File: config.mk
export PLATFORM = sky130hd
export DESIGN_NAME = ahb_sdram_wbuf
export DESIGN_NICKNAME = d
export VERILOG_FILES = /design/src/rtl/ahb_sdram_wbuf.sv
export SDC_FILE = /design/constraint.sdc
export NUM_CORES = 1
export LEC_CHECK = 0
export CAP_MARGIN = 0
export CORE_AREA = 2 2 138 194
export CTS_CLUSTER_DIAMETER = 150
export DETAILED_ROUTE_END_ITERATION = 10
export DIE_AREA = 0 0 140 196
export PLACE_DENSITY_LB_ADDON = 0.12
export SYNTH_ARGS = -nofsm -noshare
export SYNTH_HDL_FRONTEND = slang
export SYNTH_SLANG_ARGS = --single-unit
File: constraint.sdc
create_clock -name clk -period 3.7 [get_ports clk]
set_input_delay 0.74 -clock clk [delete_from_list [all_inputs] [get_ports clk]]
set_output_delay 0.74 -clock clk [all_outputs]
set_load 0.05 [all_outputs]
File: src/rtl/ahb_sdram_wbuf.sv
`default_nettype none
// ----------------------------------------------------------------------------
// ahb_sdram_wbuf : AHB-Lite slave front-end with posted-write FIFO for SDRAM
// Revision 1.0
// ----------------------------------------------------------------------------
module ahb_sdram_wbuf #(
   parameter int DATA_W     = 32,
   parameter int ADDR_W     = 32,
   parameter int WBUF_DEPTH = 4,
   parameter int CNT_W      = $clog2(WBUF_DEPTH) + 1
) (
   input  logic                  clk,
   input  logic                  rst,
   input  logic                  hsel,
   input  logic [ADDR_W-1:0]     haddr,
   input  logic                  hwrite,
   input  logic [1:0]            htrans,
   input  logic [2:0]            hsize,
   input  logic [DATA_W-1:0]     hwdata,
   input  logic                  hready,
   output logic [DATA_W-1:0]     hrdata,
   output logic                  hreadyout,
   output logic                  hresp,
   output logic                  req_valid,
   input  logic                  req_ready,
   output logic                  req_we,
   output logic [ADDR_W-1:0]     req_addr,
   output logic [DATA_W-1:0]     req_wdata,
   output logic [DATA_W/8-1:0]   req_be,
   input  logic                  rd_valid,
   input  logic [DATA_W-1:0]     rd_data,
   output logic [CNT_W-1:0]      wbuf_count
);

   localparam int NB    = DATA_W / 8;
   localparam int OFF_W = $clog2(NB);
   localparam int PTR_W = $clog2(WBUF_DEPTH);

   typedef enum logic [2:0] {
      S_IDLE, S_WDATA, S_RD_DRAIN, S_RD_REQ, S_RD_WAIT, S_ERR1, S_ERR2
   } state_t;

   state_t              state_q;
   logic [ADDR_W-1:0]   addr_q;
   logic [NB-1:0]       be_q;
   logic                hready_q;
   logic                hresp_q;
   logic [DATA_W-1:0]   hrdata_q;
   logic [PTR_W-1:0]    wptr_q;
   logic [PTR_W-1:0]    rptr_q;
   logic [CNT_W-1:0]    count_q;
   logic [ADDR_W-1:0]   fifo_addr_q [WBUF_DEPTH];
   logic [NB-1:0]       fifo_be_q   [WBUF_DEPTH];
   logic [DATA_W-1:0]   fifo_data_q [WBUF_DEPTH];

   logic                w_accept, w_legal, w_wr_req, w_pop, w_push_ok, w_push, w_slot;
   logic [NB-1:0]       w_be;
   logic [ADDR_W-1:0]   w_addr_al;

   assign w_accept  = hsel & hready & htrans[1];
   assign w_addr_al = {haddr[ADDR_W-1:OFF_W], {OFF_W{1'b0}}};

   always_comb begin
      w_legal = (hsize <= 3'(OFF_W));
      w_be    = '0;
      for (int i = 0; i < OFF_W; i++)
         if (i < int'(hsize) && haddr[i]) w_legal = 1'b0;
      for (int i = 0; i < NB; i++)
         if (i >= int'(haddr[OFF_W-1:0]) && i < int'(haddr[OFF_W-1:0]) + (1 << hsize))
            w_be[i] = 1'b1;
   end

   // Writes drain whenever the read path does not own the request port.
   assign w_wr_req  = (count_q != '0) && (state_q != S_RD_REQ) && (state_q != S_RD_WAIT);
   assign w_pop     = w_wr_req & req_ready;
   assign w_push_ok = (count_q < CNT_W'(WBUF_DEPTH)) | w_pop;
   assign w_push    = (state_q == S_WDATA) & w_push_ok;
   assign w_slot    = (state_q == S_IDLE) | (state_q == S_ERR2) | w_push;

   assign hreadyout  = (state_q == S_WDATA) ? w_push_ok : hready_q;
   assign hresp      = hresp_q;
   assign hrdata     = hrdata_q;
   assign req_valid  = w_wr_req | (state_q == S_RD_REQ);
   assign req_we     = w_wr_req;
   assign wbuf_count = count_q;

   always_comb begin
      req_addr  = '0;
      req_wdata = '0;
      req_be    = '0;
      if (w_wr_req) begin
         req_addr  = fifo_addr_q[rptr_q];
         req_wdata = fifo_data_q[rptr_q];
         req_be    = fifo_be_q[rptr_q];
      end else if (state_q == S_RD_REQ) begin
         req_addr  = addr_q;
         req_be    = be_q;
      end
   end

   always_ff @(posedge clk) begin
      if (w_push) begin
         fifo_addr_q[wptr_q] <= addr_q;
         fifo_be_q[wptr_q]   <= be_q;
         fifo_data_q[wptr_q] <= hwdata;
      end
   end

   always_ff @(posedge clk) begin
      if (rst) begin
         state_q  <= S_IDLE;
         addr_q   <= '0;
         be_q     <= '0;
         hready_q <= 1'b1;
         hresp_q  <= 1'b0;
         hrdata_q <= '0;
         wptr_q   <= '0;
         rptr_q   <= '0;
         count_q  <= '0;
      end else begin
         if (w_push) wptr_q <= wptr_q + 1'b1;
         if (w_pop)  rptr_q <= rptr_q + 1'b1;
         case ({w_push, w_pop})
            2'b10:   count_q <= count_q + 1'b1;
            2'b01:   count_q <= count_q - 1'b1;
            default: count_q <= count_q;
         endcase

         if (w_slot & w_accept) begin
            addr_q <= w_addr_al;
            be_q   <= w_be;
         end

         if (w_slot) begin
            if (!w_accept) begin
               state_q  <= S_IDLE;
               hready_q <= 1'b1;
               hresp_q  <= 1'b0;
            end else if (!w_legal) begin
               state_q  <= S_ERR1;
               hready_q <= 1'b0;
               hresp_q  <= 1'b1;
            end else if (hwrite) begin
               state_q  <= S_WDATA;
               hready_q <= 1'b1;
               hresp_q  <= 1'b0;
            end else begin
               state_q  <= S_RD_DRAIN;
               hready_q <= 1'b0;
               hresp_q  <= 1'b0;
            end
         end else begin
            case (state_q)
               S_RD_DRAIN: if (count_q == '0) state_q <= S_RD_REQ;
               S_RD_REQ:   if (req_ready) state_q <= S_RD_WAIT;
               S_RD_WAIT: begin
                  if (rd_valid) begin
                     hrdata_q <= rd_data;
                     hready_q <= 1'b1;
                     state_q  <= S_IDLE;
                  end
               end
               S_ERR1: begin
                  state_q  <= S_ERR2;
                  hready_q <= 1'b1;
               end
               default: state_q <= state_q;
            endcase
         end
      end
   end

endmodule
`default_nettype wire
==> qor.csv <==
stage,metric,value,unit
synth,top_reg_cell synth,edfxtp_1,
drt,DRT Wirelength,28.7,mm
synth,"EDFF count, synth",264,
hold_path,HP Class,flop to flop,
global_routing,first-pass GRT wire length,44.7,mm
clock_network,CTS H-tree depth,2,
clock_network,Clock Latency Late Sink,0.51,ns
worst_setup_path,"Arr. time, crit path",2.50,ns
clock_network,Post-CTS Hold Buffers,0,
die,Initial Utilization,52.0,%
synth,Synth Instances,843,
worst_setup_path,crit end category,primary output,
final_layout,"commonest non-fill, non-tap cell in the layout",edfxtp_1,
die,io pins,215,
synth,Synth Warn #,0,
global_routing,grt total ovfl,0,
clock_network,Post-CTS Resized,0,
synth,post-synth cell types,47,
sta,Hold Fails Final Rpt,0,
global_routing,largest net degree at the start of global routing,67,
global_routing,initial antenna violation count,0,
outcome,status,finished with violations,
sta,RSZ-0062 raised after global routing,false,
placed_design,Port Buffers,211,
clock_network,Post-CTS Repair Setup Buffers,0,
drt,DR DRC count,10,
final_layout,filler cell count,1746,
sta,final setup violation count,0,
final_layout,Area growth syn-to-layout,32.1,%
sta,final worst path period share,87.4,%
global_routing,vias in the first global route,8125,
synth,Post-Syn Area,13400,um2
final_layout,n_diodes,0,
drt,highest metal used,met4,
worst_setup_path,required time of the critical path,2.96,ns
clock_network,TritonCTS clock tree,done,
final_layout,Nets,1171,
synth,sequential share of the synthesized area,71.0,%
clock_network,clock buffer depth,3,
clock_network,CTS Buf Count,34,
synth,Synth Register Bits,344,
final_layout,final std cells w/o fill,1403,
die,row cnt,70,
sta,Worst slew margin,26.8,%
final_layout,fraction of layout cells with a size suffix above 1,20.7,%
drt,wire per inst,20.4,um
synth,area fraction of the dominant cell type after synthesis,59.1,%
drt,drt first pass iters,11,
sta,Final Skew,0.0132,ns
die,die height,196,um
final_layout,most frequent cells in the layout,"edfxtp_1, clkdlybuf4s50_1, dfxtp_1",
drt,via count,7967,
sta,Pins Over Slew Limit,0,
power,Pleak,5.85,nW
worst_setup_path,startpoint types,flop,
global_routing,gr usage total,21.1,%
sta,total negative setup slack,0,ns
drt,met1 WL,11.5,mm
sta,Slew @ Worst Pin,1.10,ns
synth,top post-synthesis cells by area,"edfxtp_1, dfxtp_1, mux4_2, a21oi_1, a22o_1",
drt,Final ANT Viol Nets,0,
worst_setup_path,critical path type,flop to primary output,
die,CORE AREA,25800,um2
job,# Max-Cap Violations,0,
power,VDD IR-drop max,0.000457,V
placed_design,placed cells,1342,
drt,Via density,5.68,
power,power per cell area,658,nW/um2
synth,Async SR Flop Fraction,0,%
synth,average cell area after synthesis,15.9,um2
clock_network,clock sinks,344,
synth,Synth area leader,edfxtp_1,
outcome,failing checks,design-rule violations,
drt,Starting DRT DRC Count,439,
die,die area,27400,um2
die,Die X,140,um
placed_design,DP HPWL,17.4,mm
sta,achievable frequency,0.309,GHz
drt,met2 WL post-DR,14.8,mm
placed_design,GPL Wtd Cong,0.794,
clock_network,clock root buffer,clkbuf_16,
sta,fin crit period,3.24,ns
clock_network,Clock transition at path regs,0.06,ns
drt,metal3 WL,1.85,mm
worst_setup_path,Crit Path Max Fanout,20,
==> final cells by class <==
class	instances	area, um2	area share, %
clock inverter	15	189	1.07
clock buffer	46	970	5.47
sequential	344	9540	53.8
tap	324	405	2.29
inverter	14	52.6	0.296
timing repair buffer	234	3010	17.0
multi-input combinational	426	3570	20.1
==> cell families (layout without fill, tap and decap cells) <==
family / count (synthesis) / in the layout / share of synthesized area (%)
flip-flops: 344 / 344 / 71.0
AND/OR/NAND/NOR: 183 / 183 / 6.78
AO/OA/AOI/OAI: 163 / 163 / 7.44
buffers and inverters: 74 / 309 / 2.54
multiplexers: 66 / 66 / 11.1
adder cells (fa/ha/maj): 9 / 9 / 0.951
XOR/XNOR: 3 / 3 / 0.196
other: 1 / 2 / 0.0279
==> critical path, stage by stage, from the launching register on <==
cell and delay [ns]:
dfxtp_1 0.56, and3b_2 0.57, buf_4 0.39, a22o_1 0.25, buf_4 0.22
==> final timing paths <==
path	start	end	slack, ns	depth (start not counted)
worst max-delay path	state_q[0]	req_addr[11]	0.46	4
worst min-delay path	hrdata[25]	hrdata[25]	0.45	2
worst max register to register	state_q[2]	wbuf_count[2]	0.90	9
worst min register to register	hrdata[25]	hrdata[25]	0.45	2
==> per-stage QoR <==
stage	total power, mW	area (um2)	hold WS [ns]	setup WS, ns	utilization [%]
final	11.7	17700	0.454	0.465	68.6
after global routing	12.1	17700	0.469	0.320	68.6
after CTS	11.8	17700	0.455	0.417	68.6
after detailed placement	8.28	16600	0.448	0.619	64.1
after global placement	8.25	16600	0.441	0.677	64.1
after floorplan	6.72	13400	0.469	0.616	-
==> registers in the layout, indices dropped and copies added, names as in the netlist, named ones only <==
register	flops
fifo_data_q	128
fifo_addr_q	120
hrdata	32
addr_q	30
fifo_be_q	16
be_q	4
state_q	3
wbuf_count	3
rptr_q	2
wptr_q	2
hready_q	1
hresp	1
==> Yosys cell counts, drive strengths merged, types with 2 or more instances <==
cell type,number
edfxtp,264
dfxtp,80
a21oi,74
nand2,73
mux4,66
o21ai,39
and2,38
a22o,35
nand3,34
buf,30
clkbuf,30
inv,14
nor2,12
nor3,8
ha,7
nand2b,5
a221oi,3
or3,3
a22oi,2
a31o,2
fa,2
nor2b,2
o211ai,2
xor2,2
==> where the power goes <==
group | switching, mW | internal [mW]
clock | 1.39 | 2.13
sequential | 0.157 | 4.42
combinational | 1.97 | 1.61
==> layer usage <==
layer,GRT usage [%],vias up
met3,4.32,40
met5,0,-
met1,27.7,4004
met2,36.0,256
li1,-,3667
met4,5.80,0
Note: power is estimated with default switching activity, not from simulation.
